$ cat src/rtl/gpsdc_host.sv
// Initiator for the GPSDC point/distance core: buffers points, strobes DEN, captures D/a for downstream.
// Optional WAIT_V watchdog is enabled with `define GPSDC_HOST_TIMEOUT_EN.
module gpsdc_host #(
  parameter int FIFO_DEPTH  = 4,
  parameter int DEN_GAP     = 2,
  parameter int TIMEOUT_CYC = 1023
) (
  input  logic        clk,
  input  logic        reset_n,
  input  logic        s_valid,
  output logic        s_ready,
  input  logic [23:0] s_lon,
  input  logic [23:0] s_lat,
  output logic        DEN,
  output logic [23:0] LON_IN,
  output logic [23:0] LAT_IN,
  input  logic        Valid,
  input  logic [39:0] D,
  input  logic [63:0] a,
  output logic        r_valid,
  input  logic        r_ready,
  output logic [39:0] r_d,
  output logic [63:0] r_a,
  output logic [15:0] r_idx,
  output logic        busy,
  output logic [1:0]  err
);

  localparam int PW = $clog2(FIFO_DEPTH);
  localparam int GW = (DEN_GAP > 1) ? $clog2(DEN_GAP) : 1;
  localparam logic [PW:0]   FULL_CNT = (PW+1)'(FIFO_DEPTH);
  localparam logic [GW-1:0] GAP_LOAD = GW'(DEN_GAP - 1);

  typedef enum logic [1:0] {IDLE, SEND, WAIT_V, GAP} state_t;

  state_t        state_q, state_d;
  logic [47:0]   mem_q [FIFO_DEPTH];
  logic [PW-1:0] wr_ptr_q, wr_ptr_d, rd_ptr_q, rd_ptr_d;
  logic [PW:0]   cnt_q, cnt_d;
  logic [23:0]   lon_q, lon_d, lat_q, lat_d;
  logic          r_valid_q, r_valid_d;
  logic [39:0]   r_d_q, r_d_d;
  logic [63:0]   r_a_q, r_a_d;
  logic [15:0]   r_idx_q, r_idx_d, idx_q, idx_d;
  logic          first_q, first_d;
  logic [1:0]    err_q, err_d;
  logic [GW-1:0] gap_q, gap_d;
  logic          push, pop, slot_free;
  logic [47:0]   head;

`ifdef GPSDC_HOST_TIMEOUT_EN
  localparam int TW = $clog2(TIMEOUT_CYC + 1);
  localparam logic [TW-1:0] TMO_LAST = TW'(TIMEOUT_CYC - 1);
  logic [TW-1:0] tmo_q, tmo_d;
`endif

  // s_ready comes from the registered count only, so a pop never frees a slot in the same cycle.
  assign s_ready   = reset_n && (cnt_q != FULL_CNT);
  assign push      = s_valid && s_ready;
  assign pop       = (state_q == SEND);
  assign slot_free = !r_valid_q || r_ready;
  assign head      = mem_q[rd_ptr_q];

  always_comb begin
    state_d   = state_q;
    wr_ptr_d  = push ? wr_ptr_q + PW'(1) : wr_ptr_q;
    rd_ptr_d  = pop ? rd_ptr_q + PW'(1) : rd_ptr_q;
    cnt_d     = cnt_q;
    lon_d     = lon_q;
    lat_d     = lat_q;
    r_valid_d = r_valid_q;
    r_d_d     = r_d_q;
    r_a_d     = r_a_q;
    r_idx_d   = r_idx_q;
    idx_d     = idx_q;
    first_d   = first_q;
    err_d     = err_q;
    gap_d     = gap_q;
`ifdef GPSDC_HOST_TIMEOUT_EN
    tmo_d     = tmo_q;
`endif

    unique case ({push, pop})
      2'b10:   cnt_d = cnt_q + (PW+1)'(1);
      2'b01:   cnt_d = cnt_q - (PW+1)'(1);
      default: cnt_d = cnt_q;
    endcase

    if (r_valid_q && r_ready) r_valid_d = 1'b0;
    if (Valid && (state_q != WAIT_V)) err_d[0] = 1'b1;

    unique case (state_q)
      IDLE: begin
        if ((cnt_q != '0) && slot_free) begin
          state_d = SEND;
          lon_d   = head[47:24];
          lat_d   = head[23:0];
        end
      end
      SEND: begin
        // The core has no partner for the very first point, so no result follows it.
        if (first_q) begin
          first_d = 1'b0;
          state_d = GAP;
          gap_d   = GAP_LOAD;
        end else begin
          state_d = WAIT_V;
`ifdef GPSDC_HOST_TIMEOUT_EN
          tmo_d   = '0;
`endif
        end
      end
      WAIT_V: begin
        if (Valid) begin
          r_valid_d = 1'b1;
          r_d_d     = D;
          r_a_d     = a;
          r_idx_d   = idx_q;
          idx_d     = idx_q + 16'd1;
          state_d   = GAP;
          gap_d     = GAP_LOAD;
        end
`ifdef GPSDC_HOST_TIMEOUT_EN
        else if (tmo_q == TMO_LAST) begin
          err_d[1] = 1'b1;
          idx_d    = idx_q + 16'd1;
          state_d  = GAP;
          gap_d    = GAP_LOAD;
        end else begin
          tmo_d = tmo_q + TW'(1);
        end
`endif
      end
      GAP: begin
        if (gap_q == '0) state_d = IDLE;
        else             gap_d   = gap_q - GW'(1);
      end
      default: state_d = IDLE;
    endcase
  end

  always_ff @(posedge clk) begin
    if (push) mem_q[wr_ptr_q] <= {s_lon, s_lat};
  end

  always_ff @(posedge clk) begin
    if (!reset_n) begin
      state_q   <= IDLE;
      wr_ptr_q  <= '0;
      rd_ptr_q  <= '0;
      cnt_q     <= '0;
      lon_q     <= '0;
      lat_q     <= '0;
      r_valid_q <= 1'b0;
      r_d_q     <= '0;
      r_a_q     <= '0;
      r_idx_q   <= '0;
      idx_q     <= '0;
      first_q   <= 1'b1;
      err_q     <= '0;
      gap_q     <= '0;
`ifdef GPSDC_HOST_TIMEOUT_EN
      tmo_q     <= '0;
`endif
    end else begin
      state_q   <= state_d;
      wr_ptr_q  <= wr_ptr_d;
      rd_ptr_q  <= rd_ptr_d;
      cnt_q     <= cnt_d;
      lon_q     <= lon_d;
      lat_q     <= lat_d;
      r_valid_q <= r_valid_d;
      r_d_q     <= r_d_d;
      r_a_q     <= r_a_d;
      r_idx_q   <= r_idx_d;
      idx_q     <= idx_d;
      first_q   <= first_d;
      err_q     <= err_d;
      gap_q     <= gap_d;
`ifdef GPSDC_HOST_TIMEOUT_EN
      tmo_q     <= tmo_d;
`endif
    end
  end

  assign DEN     = (state_q == SEND);
  assign LON_IN  = lon_q;
  assign LAT_IN  = lat_q;
  assign r_valid = r_valid_q;
  assign r_d     = r_d_q;
  assign r_a     = r_a_q;
  assign r_idx   = r_idx_q;
  assign busy    = (state_q != IDLE) || (cnt_q != '0);
  assign err     = err_q;

endmodule

$ cat config.mk
export PLATFORM = sky130hd
export DESIGN_NAME = gpsdc_host
export DESIGN_NICKNAME = d
export VERILOG_FILES = /design/src/rtl/gpsdc_host.sv
export SDC_FILE = /design/constraint.sdc
export NUM_CORES = 1
export LEC_CHECK = 0
export ABC_CLOCK_PERIOD_IN_PS = 2200
export BUFFER_PORTS_ARGS = -buffer_cell sky130_fd_sc_hd__buf_2
export CORE_MARGIN = 1
export CORE_UTILIZATION = 49
export DETAILED_ROUTE_END_ITERATION = 12
export HOLD_SLACK_MARGIN = 0.12
export PLACE_DENSITY = 0.76
export SLEW_MARGIN = 20
export SYNTH_ARGS = -nofsm -noshare
export SYNTH_HDL_FRONTEND = slang
export SYNTH_SLANG_ARGS = --single-unit
$ cat constraint.sdc
create_clock -name clk -period 2.2 [get_ports clk]
set_input_delay 0.22 -clock clk [delete_from_list [all_inputs] [get_ports clk]]
set_output_delay 0.22 -clock clk [all_outputs]
set_load 0.02 [all_outputs]
==> Yosys cells after proc, flatten, opt, wreduce, memory -nomap -nowiden <==
Memories as Yosys holds them, arrays and structs flattened. A register that Yosys moved wholly into a read port is not among the register bits.
Index checks and enable logic that the tools add are counted.
{ "op_classes": {"eq_ne": 11, "n_reduce_logical": 18, "addsub": 6, "n_mux": 15} }
{ "ops": {"columns": ["op", "n"], "rows": [
  ["adder 16 x 1 -> 16 bit, second input constant", 1],
  ["!= test 2 bit, second input constant", 5],
  ["two-way mux 1 bit", 9],
  ["one-hot mux 2 bit (4 select lines)", 1],
  ["equality test 2 bit, second input constant", 3],
  ["two-way mux 2 bit", 3],
  ["one-hot mux 3 bit (2 select lines)", 1],
  ["AND reduction 3 bit", 2],
  ["nonzero test 3 bit", 2],
  ["logical AND 1 bit", 5],
  ["adder 2 x 1 -> 2 bit, second input constant", 2],
  ["equality test 2 x 1 -> 1 bit, second input constant", 2],
  ["AND reduction 2 bit", 2],
  ["nonzero test 2 bit", 2],
  ["adder 3 x 1 -> 3 bit, second input constant", 1],
  ["!= test 3 bit, second input constant", 1],
  ["one-hot mux 1 bit (3 select lines)", 1],
  ["subtractor 3 x 1 -> 3 bit, second input constant", 1],
  ["zero test 1 bit", 2],
  ["zero test 2 bit", 1],
  ["logical OR 1 bit", 2],
  ["subtractor 1 bit, second input constant", 1]
]} }
{ "word_totals": {"mem_count": 1, "register_bits": 149, "mem_bits_rw": 192, "elab_cells": 63} }
{ "memory_table": {"columns": ["name", "depth", "width", "read_ports", "rd_clocked_by_memory_dff", "write_ports", "line_no", "rtl"], "rows": [
  ["mem_q", 4, 48, 1, 1, 1, "37", "logic [47:0] mem_q [FIFO_DEPTH];"]
]} }

==> Depth between registers and ports, before layout <==
Gate-level depths: netlist of run 1.
{ "depth": {"depth_word": 5, "depth_mapped": 9, "ltp_nobuf": 9} }

==> Worst setup path before layout of run 1 <==
OpenSTA, ideal clock, no wires.
{ "synth_timing": {"kind": "flip-flop to flip-flop", "startpoint": "register cnt_q[0]", "endpoint": "memory mem_q[0][0] (enable)", "setup_slack_ps": -57, "setup_ps": 410, "path_buffers": 0, "stages_incl_launch_ff": 3, "arrival_ps": 1846, "path_cell_list": "dfxtp_1 -> o311a_1 -> and2_1"} }
{ "synth_between": {"elab_chain_len": 5} }
{ "synth_lines": {"columns": ["item", "line_no", "rtl"], "rows": [
  ["start: declaration", "39", "logic [PW:0] cnt_q, cnt_d;"],
  ["start signal: assignment", "169", "cnt_q <= cnt_d;"],
  ["!= test 3 bit", "58", "assign s_ready = reset_n && (cnt_q != FULL_CNT);"],
  ["logical AND 1 bit", "58", null],
  ["logical AND 1 bit", "59", "assign push = s_valid && s_ready;"],
  ["two-way mux 1 bit", "143", "if (push) mem_q[wr_ptr_q] <= {s_lon, s_lat};"],
  ["two-way mux 1 bit (not written as such)", "143", null],
  ["end: declaration", "37", null]
]} }
Every way passes these cells.

==> Worst setup path after layout of run 1 <==
{ "layout_timing": {"startpoint": "register cnt_q[1]", "endpoint": "register cnt_q[2]"} }
{ "layout_between": {"elab_chain_len": 5, "elab_cells_between_ends": 9, "cone_classes": "2 x add/sub; 3 x eq/ne; 1 x mux; 3 x reduce/logical"} }
{ "layout_lines": {"columns": ["item", "line_no", "rtl"], "rows": [
  ["!= test 3 bit", "58", null],
  ["logical AND 1 bit", "58", null],
  ["logical AND 1 bit", "59", null],
  ["equality test 2 x 1 -> 1 bit or equality test 2 bit (tied branches)", "83", "unique case ({push, pop})"],
  ["one-hot mux 3 bit (2 select lines) or nonzero test 2 bit (tied branches)", null, null]
]} }
Several ways; a longest one is shown, not always the timed one.
A chain may end at the register's enable or synchronous reset.

==> results of run 1 <==
## registers in the layout, summed over array words and instances (netlist names)
register	cells
LAT_IN	24
LON_IN	24
cnt_q	3
err	1
first_q	1
gap_q	1
idx_q	16
mem_q	192
r_a	64
r_d	40
r_idx	16
r_valid	1
rd_ptr_q	2
state_q	2
wr_ptr_q	2
## timing repair
item,4_1_cts,5_1_grt
hold buffers,153,0
pin swaps,0,1
endpoints found under the hold margin,297,0
buffers inserted,0,2
setup endpoints to repair,1,1
resized for setup,2,1
## metal layers
layer / track usage (%) / vias to the layer above
met5: 0 / -
met3: 4.37 / 89
met1: 26.9 / 5102
li1: - / 4952
met4: 8.26 / 0
met2: 43.9 / 383
## layout by cell type, fill, tap and decap left out, types with 3 or more instances in the layout
cell type      instances
a21boi_0             155
a21boi_1              20
and2_1                15
and2_2                 5
and3_2                 3
buf_12                14
buf_2                328
buf_4                  6
bufinv_16              3
clkbuf_1              13
clkbuf_16             42
clkbuf_8               6
clkinv_2               5
dfxtp_1              194
dlygate4sd3_1        153
edfxtp_1             192
ha_1                   9
inv_1                 13
mux2i_1                3
mux4_2                48
nand2_1              353
nand2b_1               3
nand3_1                8
o21ai_0                8
xnor2_1                8
xor2_1                 7
## metrics by stage
step,area (sq um),setup WS (ns)
after floorplan,14600,0.0737
after global placement,16700,0.0702
after detailed placement,16700,-0.0153
after CTS,19600,0.0260
after global routing,19600,0.00944
final,19600,0.118
## cell type report
class	instances	area (sq um)	area share (%)
sequential	389	9720	49.5
multi-input combinational	677	4510	23.0
timing repair buffer	501	3500	17.8
clock buffer	61	1180	6.02
tap	384	480	2.45
clock inverter	15	186	0.950
inverter	13	48.8	0.249
antenna	1	2.50	0.0127
## cell families (layout without fill, tap and decap cells)
logic type / Yosys count / after routing / share of synthesized area, %
compound gates: 191 / 191 / 9.71
xor+xnor: 15 / 15 / 0.901
fa+ha+maj: 11 / 11 / 0.995
buf+inv: 84 / 590 / 2.61
flops: 389 / 389 / 66.6
mux: 51 / 51 / 7.62
other cells: 1 / 2 / 0.0257
simple gates: 408 / 408 / 11.5
## worst max-delay path, delay by kind of cell, from the launching register on
family / cells / cell delay (ns)
adder cells (fa/ha/maj): 2 / 0.55
AO/OA/AOI/OAI: 2 / 0.52
flip-flops: 1 / 0.34
AND/OR/NAND/NOR: 1 / 0.30
XOR/XNOR: 1 / 0.18
buffers and inverters: 2 / 0.12
## power breakdown
group / total (W) / switching, W / internal (W) / leakage [nW]
clock network: 0.00688 / 0.00276 / 0.00411 / 0.669
logic: 0.00524 / 0.00315 / 0.00209 / 3.57
registers: 0.00880 / 0.000400 / 0.00840 / 3.34
total: 0.0209 / 0.00632 / 0.0146 / 7.58
## path summary, 6_finish.rpt
kind	start	endpoint	slack, ns
worst max-delay path	cnt_q[1]	cnt_q[2]	0.12
worst min-delay path	r_ready	r_valid	0.14
worst max register to register	cnt_q[1]	cnt_q[2]	0.12
worst min register to register	LON_IN[6]	LON_IN[6]	0.45
==> results.cfg, run 1 <==
[run_status]
status = finished, final reports clean

[yosys]
synthesis.area_sq_um = 14600
synthesis.nets = 1318
netlist_top_cells_count = 354 x nand2_1, 197 x dfxtp_1, 192 x edfxtp_1
async_reset_ff_share_pct = 0
yosysMostFrequentCell = nand2_1
yosysSeqAreaShare_pct = 66.6
avgSynthCellArea_sq_um = 12.7
synthTopCellsByArea = edfxtp_1 40%, dfxtp_1 27%, nand2_1 9.1%
yosysUniqueCellTypes = 45
ys_warn_count = 0
synth_flop_cell = dfxtp_1
synth_top_area_share_pct = 39.5
synth_edf_count = 192
ys_ff_latch = 389
yosysTopAreaCell = edfxtp_1
synth_cells = 1150

[critical_path]
r2r_cells = 8
worstSetupStartpointType = flip-flop
crit_type = flip-flop to flip-flop
cp_max_fo = 5
crit_slowest_cell = o311a_1
crit_required_ns = 2.65
path_cells = o311a_1 > inv_1 > ha_2 > inv_1 > fa_1 > xor2_1 > or3_1 > a21boi_1
worstPathArrival_ns = 2.53
cp-end-kind = flip-flop
critPathMostFrequentCell = inv_1
cpPeakStageDelay_ns = 0.38

[timing]
finalHoldViolations = 0
period_needed_ns = 2.08
rsz0062_at_grt = false
skew_ns = 0.0134
slew_viol_final = 0
finalHoldWorstSlack_ns = 0.142
slew_headroom_pct = 51.6
fin_crit_sh_pct = 94.6
fin_setup_tns_ns = 0
setup_viol = 0
max_freq_mhz = 480
worst_slew_pin_slew_ns = 0.726

[run]
max-cap-violations = 0

[floorplanning]
fp.dieH_um = 175
die-width_um = 175
ioPinCount = 331
initial_core_util_pct = 50.3
dieArea_sq_um = 30500
placementRows = 62
core_area_sq_um = 29000

[clock_tree]
cts.sinks = 389
cts_root_buffer = clkbuf_16
clkLatencyLatePin_ns = 0.53
htree_levels = 2
path_clk_slew_ns = 0.06
cts_tree = done
cts_buffers = 41
cts.path.max_buffers = 3

[grt]
grt_pass1_wl_mm = 56.5
grt.total_usage_pct = 23.6
grt_pass1_vias = 10700
grt-ovfl-total = 0
grt_max_degree = 202
antenna_found_initial = 1

[routing]
postRouteAntennaNets = 0
drtIter0Drc = 632
top_layer = met4
drcViolationCount = 0
viasPerCell = 5.16
met1_length_mm = 14.0
first_pass_iters = 5
wire_per_inst_um = 17.8
wl_met2_mm = 19.1
via_count = 10500
routed-wl-met3_mm = 2.18
wl_mm = 36.4

[layout]
fillers = 1997
areaGrowthSynthToFinish_pct = 34.6
fin_nets = 1791
final_cells = 2041
utilization_pct = 67.7
final_layout_size_suffix_gt1_share_pct = 28.8

[power]
total_power_w = 0.0209
power.density_nw_per_um2 = 1070
p_leak_nw = 7.58
vdd_ir_drop_max_uv = 956

[placed_design]
place_hpwl_mm = 20.2
placedCellCount = 1809
routabilityCongestion = 0.811
portBuffers = 329

[hold_path]
hold_path_depth = 3
min_path_type = input pin to flip-flop
Power figures use the tool's default switching activity.
==> run 2, diff against run 1 <==
- CORE_UTILIZATION: 49 -> 37
- PLACE_DENSITY: 0.76 -> unset
==> run 2 against run 1 <==
Global-route usage decreased by 5.6 points. Worst setup slack worse by 0.016 ns. Cell count is 6.8% higher. Die area up 32%. Wire length fell by 0.16%. Highest routed layer is now met5.
==> results.cfg, run 2 (synthesis gave the netlist of run 1 again) <==
[layout]
final_cells = 2179
final_layout_size_suffix_gt1_share_pct = 29.1
fillers = 3375
areaGrowthSynthToFinish_pct = 36.1
fin_nets = 1793
top_register = mem_q
layout_common_cells = 353 x nand2_1, 328 x buf_2, 193 x dfxtp_1, 192 x edfxtp_1, 155 x a21boi_0
largest_reg_flops = 192
layout_commonest_cell = nand2_1

[routing]
via_count = 10200
postRouteAntennaNets = 0
wire_per_inst_um = 16.7
wl_mm = 36.3
viasPerCell = 4.70
drcViolationCount = 0
drtIter0Drc = 532
first_pass_iters = 5

[clock_tree]
clkLatencyLatePin_ns = 0.57
cts_tree = done
cts_root_buffer = clkbuf_16
cts_buffers = 42
cts.sinks = 389
cts.path.max_buffers = 3
path_clk_slew_ns = 0.06
htree_levels = 2

[timing]
skew_ns = 0.0245
slew_headroom_pct = 39.8
worst_slack_ns = 0.102
fin_crit_sh_pct = 95.4
slew_viol_final = 0
setup_viol = 0
period_needed_ns = 2.10
rsz0062_at_grt = false
worst_slew_pin_slew_ns = 0.903
finalHoldViolations = 0
max_freq_mhz = 477
fin_setup_tns_ns = 0

[placed_design]
dp_slack_ns = -0.0308
placedCellCount = 1944
place_hpwl_mm = 21.7
portBuffers = 329
routabilityCongestion = 0.787

[grt]
antenna_found_initial = 4
grt-ovfl-total = 0
grt_pass1_wl_mm = 56.9
grt_use_met3_pct = 4.56
met1_usage_pct = 20.5
grt_pass1_vias = 10500
top_usage_layer = met2
use_met2_pct = 32.1
grt_max_degree = 202
grt.total_usage_pct = 18.0

[hold_path]
worstHoldStart = r_ready
min_path_type = input pin to flip-flop

[critical_path]
worstSetupStartpointType = flip-flop
cp-end-kind = flip-flop
critical_path.startpoint = cnt_q[2]
r2r-start = cnt_q[2]
crit_type = flip-flop to flip-flop
crit_required_ns = 2.68
cp_max_fo = 5
worstPathArrival_ns = 2.58

[power]
p_leak_nw = 7.61
vdd_ir_drop_max_uv = 909
total_power_w = 0.0213
power.density_nw_per_um2 = 1070

[floorplanning]
die-width_um = 201
placementRows = 72
ioPinCount = 331
initial_core_util_pct = 37.6
dieArea_sq_um = 40200
core_area_sq_um = 38700
fp.dieH_um = 201

[run_status]
status = finished, final reports clean

[run]
max-cap-violations = 0
==> run 2: cell types whose count changed in the layout (fill, tap and decap cells not counted), sizes merged <==
cell	before	now
buf	348	349
bufinv	3	5
clkbuf	61	57
clkinv	9	14
diode	1	3
inv	15	13
==> run 2: layout make-up <==
type                    count  area [sq um]  share of cell area, %
flip-flops and latches    389          9720                   49.0
multi-input cells         677          4520                   22.8
repair buffers            502          3480                   17.5
clock buffers              57          1170                   5.89
well taps                 518           648                   3.27
clock inverters            20           248                   1.25
inverters                  13          48.8                  0.246
diodes                      3          7.51                 0.0378
==> run 2: what timing repair did <==
item                                   4_1_cts  5_1_grt
buffers inserted                             0        2
resized for setup                            2        6
endpoints found under the hold margin      297        0
pin swaps                                    1        4
hold buffers                               153        0
setup endpoints to repair                    1        1
==> run 2: through the flow <==
stage / hold slack (ns) / area (sq um) / utilization [%]
floorplan: 0.319 / 14600 / -
global placement: 0.434 / 16900 / 43.5
detailed placement: 0.441 / 16900 / 43.5
CTS: 0.153 / 19800 / 51.1
global route: 0.152 / 19800 / 51.2
finish: 0.133 / 19800 / 51.2
==> run 2: critical path: stages, from the launching register on <==
cell and delay [ns]:
dfxtp_2 0.36, inv_2 0.04, o311a_1 0.36, inv_1 0.07, ha_2 0.18, inv_2 0.04, fa_2 0.37, xor2_2 0.16
or3_1 0.31, a21boi_1 0.12
==> run 2: metal layers <==
metal  share of wire (%)  vias to the layer above
met1                  41                     4921
met2                  50                      279
met5               0.036                        -
met4                 2.7                        2
met3                 6.3                       62
li1                    -                     4967
==> run 2: final timing paths <==
| kind | to | slack, ns | cells past startpoint |
|---|---|---|---|
| max | cnt_q[2] | 0.10 | 9 |
| min | r_valid | 0.13 | 3 |
| max reg2reg | cnt_q[2] | 0.10 | 9 |
| min reg2reg | LON_IN[4] | 0.45 | 2 |
==> run 2: power by group <==
| group | switching, W | total [W] | leakage [nW] | internal (W) |
|---|---|---|---|---|
| Combinational | 0.00321 | 0.00531 | 3.57 | 0.00210 |
| Clock | 0.00284 | 0.00717 | 0.690 | 0.00432 |
| Sequential | 0.000376 | 0.00878 | 3.34 | 0.00840 |
==> run 3, diff against run 2 <==
- SETUP_SLACK_MARGIN: unset -> 0.4
==> run 3 against run 2 <==
Sequential share of layout area down 0.29 points. Sequential cell count is the same. Wire length is 0.40% higher. Register-to-register slack better by 0.16 ns. Critical endpoint unchanged. Largest cell class unchanged. Largest power group unchanged.
==> results.cfg, run 3 (synthesis gave the netlist of run 1 again) <==
[clock_tree]
htree_levels = 2
path_clk_slew_ns = 0.06
cts.path.max_buffers = 3
cts_root_buffer = clkbuf_16
cts_buffers = 43
cts_tree = done
clkLatencyLatePin_ns = 0.55
cts.sinks = 389

[floorplanning]
fp.dieH_um = 201
dieArea_sq_um = 40200
core_area_sq_um = 38700
placementRows = 72
initial_core_util_pct = 37.6
die-width_um = 201
ioPinCount = 331

[layout]
utilization_pct = 51.6
fillers = 3360
fin_nets = 1799
final_layout_size_suffix_gt1_share_pct = 29.6
register_area_sq_um = 9720
multiInputGateArea_sq_um = 4590
top_register = mem_q
layout_common_cells = 353 x nand2_1, 325 x buf_2, 192 x edfxtp_1, 190 x dfxtp_1
layout_commonest_cell = nand2_1
areaGrowthSynthToFinish_pct = 37.0
largest_reg_flops = 192

[power]
vdd_ir_drop_max_uv = 825
p_leak_nw = 7.64
power.density_nw_per_um2 = 1070

[critical_path]
crit_slowest_cell = o311a_4
cp_max_fo = 2
worstSetupStartpointType = flip-flop
path_cells = o311a_4 > inv_4 > ha_4 > inv_2 > fa_2 > xor2_1 > or3_1 > a21boi_1
crit_required_ns = 2.68
worstPathArrival_ns = 2.42
cp-end-kind = flip-flop
crit_type = flip-flop to flip-flop
cpPeakStageDelay_ns = 0.39

[routing]
drcViolationCount = 0
first_pass_iters = 5
drtIter0Drc = 590
viasPerCell = 4.72
postRouteAntennaNets = 0
wl_mm = 36.4
via_count = 10300
wire_per_inst_um = 16.7

[timing]
finalHoldViolations = 0
fin_setup_tns_ns = 0
finalHoldWorstSlack_ns = 0.242
fin_crit_sh_pct = 88.2
max_freq_mhz = 515
slew_viol_final = 0
worst_slew_pin_slew_ns = 0.864
period_needed_ns = 1.94
rsz0062_at_grt = true
skew_ns = 0.0118
slew_headroom_pct = 42.4
setup_viol = 0

[grt]
grt_pass1_vias = 10400
antenna_found_initial = 1
grt-ovfl-total = 0
grt_pass1_wl_mm = 56.6
grt.total_usage_pct = 17.9
grt_max_degree = 202

[placed_design]
place_hpwl_mm = 20.2
portBuffers = 329
routabilityCongestion = 0.775

[hold_path]
min_path_type = input pin to flip-flop

[run_status]
status = finished, final reports clean

[run]
max-cap-violations = 0
==> run 3: cell types whose count changed in the layout (fill, tap and decap cells not counted), moves of 3 or more <==
cell       delta
clkbuf_16     +3
ha_4          +3
ha_1          -3
buf_4         +3
buf_16        +3
dfxtp_1       -3
clkbuf_1      +7
buf_2         -3
==> run 3: metrics by stage <==
stage	std cells	total power [W]	instance area, sq um	worst slack, ns
3_5_place_dp	1942	0.0141	16900	0.196
2_1_floorplan	1150	0.0122	14600	0.285
4_1_cts	2180	0.0215	19900	0.250
3_3_place_gp	1942	0.0140	16900	0.225
5_1_grt	2183	0.0225	20000	0.178
6_report	2183	0.0214	20000	0.259
==> run 3: final timing paths <==
kind / from / slack, ns / to / cells after the start
min reg2reg: LON_IN[13] / 0.45 / LON_IN[13] / 2
max: cnt_q[1] / 0.26 / cnt_q[2] / 8
max reg2reg: cnt_q[1] / 0.26 / cnt_q[2] / 8
min: s_valid / 0.24 / wr_ptr_q[1] / 5
==> run 3: final cells by class <==
type,instances,share of cell area [%]
antenna,1,0.0125
clock inverter,14,0.758
multi-input combinational,677,23.0
timing repair buffer,507,18.0
inverter,13,0.257
sequential,389,48.7
clock buffer,64,6.10
tap,518,3.25
==> run 3: repair_timing <==
item                                    CTS  global route
setup buffers                             5             1
pin swaps                                 3             1
hold endpoints to repair                298             0
gates resized for setup                   7            15
cloned                                    1             1
endpoints found under the setup margin   28            66
hold buffers                            154             0
==> run 3: metal layers <==
metal | vias to the layer above | track usage (%) | share of wire, % | routed length (um)
li1 | 4980 | - | - | -
met1 | 4958 | 21.5 | 43 | 15600
met2 | 302 | 30.7 | 48 | 17600
met3 | 55 | 4.63 | 6.4 | 2350
met4 | 0 | 6.65 | 2.5 | 893
met5 | - | 0 | 0 | 0
==> run 3: critical path: cells and delay by family (launching register included) <==
kind	cells	cell delay [ns]
AND/OR/NAND/NOR	1	0.31
XOR/XNOR	1	0.15
adder cells (fa/ha/maj)	2	0.44
AO/OA/AOI/OAI	2	0.52
flip-flops	1	0.34
buffers and inverters	2	0.09
==> run 3: power by group <==
part / total, W / internal (W) / leakage [nW] / switching, W
logic: 0.00558 / 0.00230 / 3.63 / 0.00329
clock network: 0.00697 / 0.00418 / 0.664 / 0.00279
registers: 0.00886 / 0.00841 / 3.34 / 0.000444
total: 0.0214 / 0.0149 / 7.64 / 0.00652
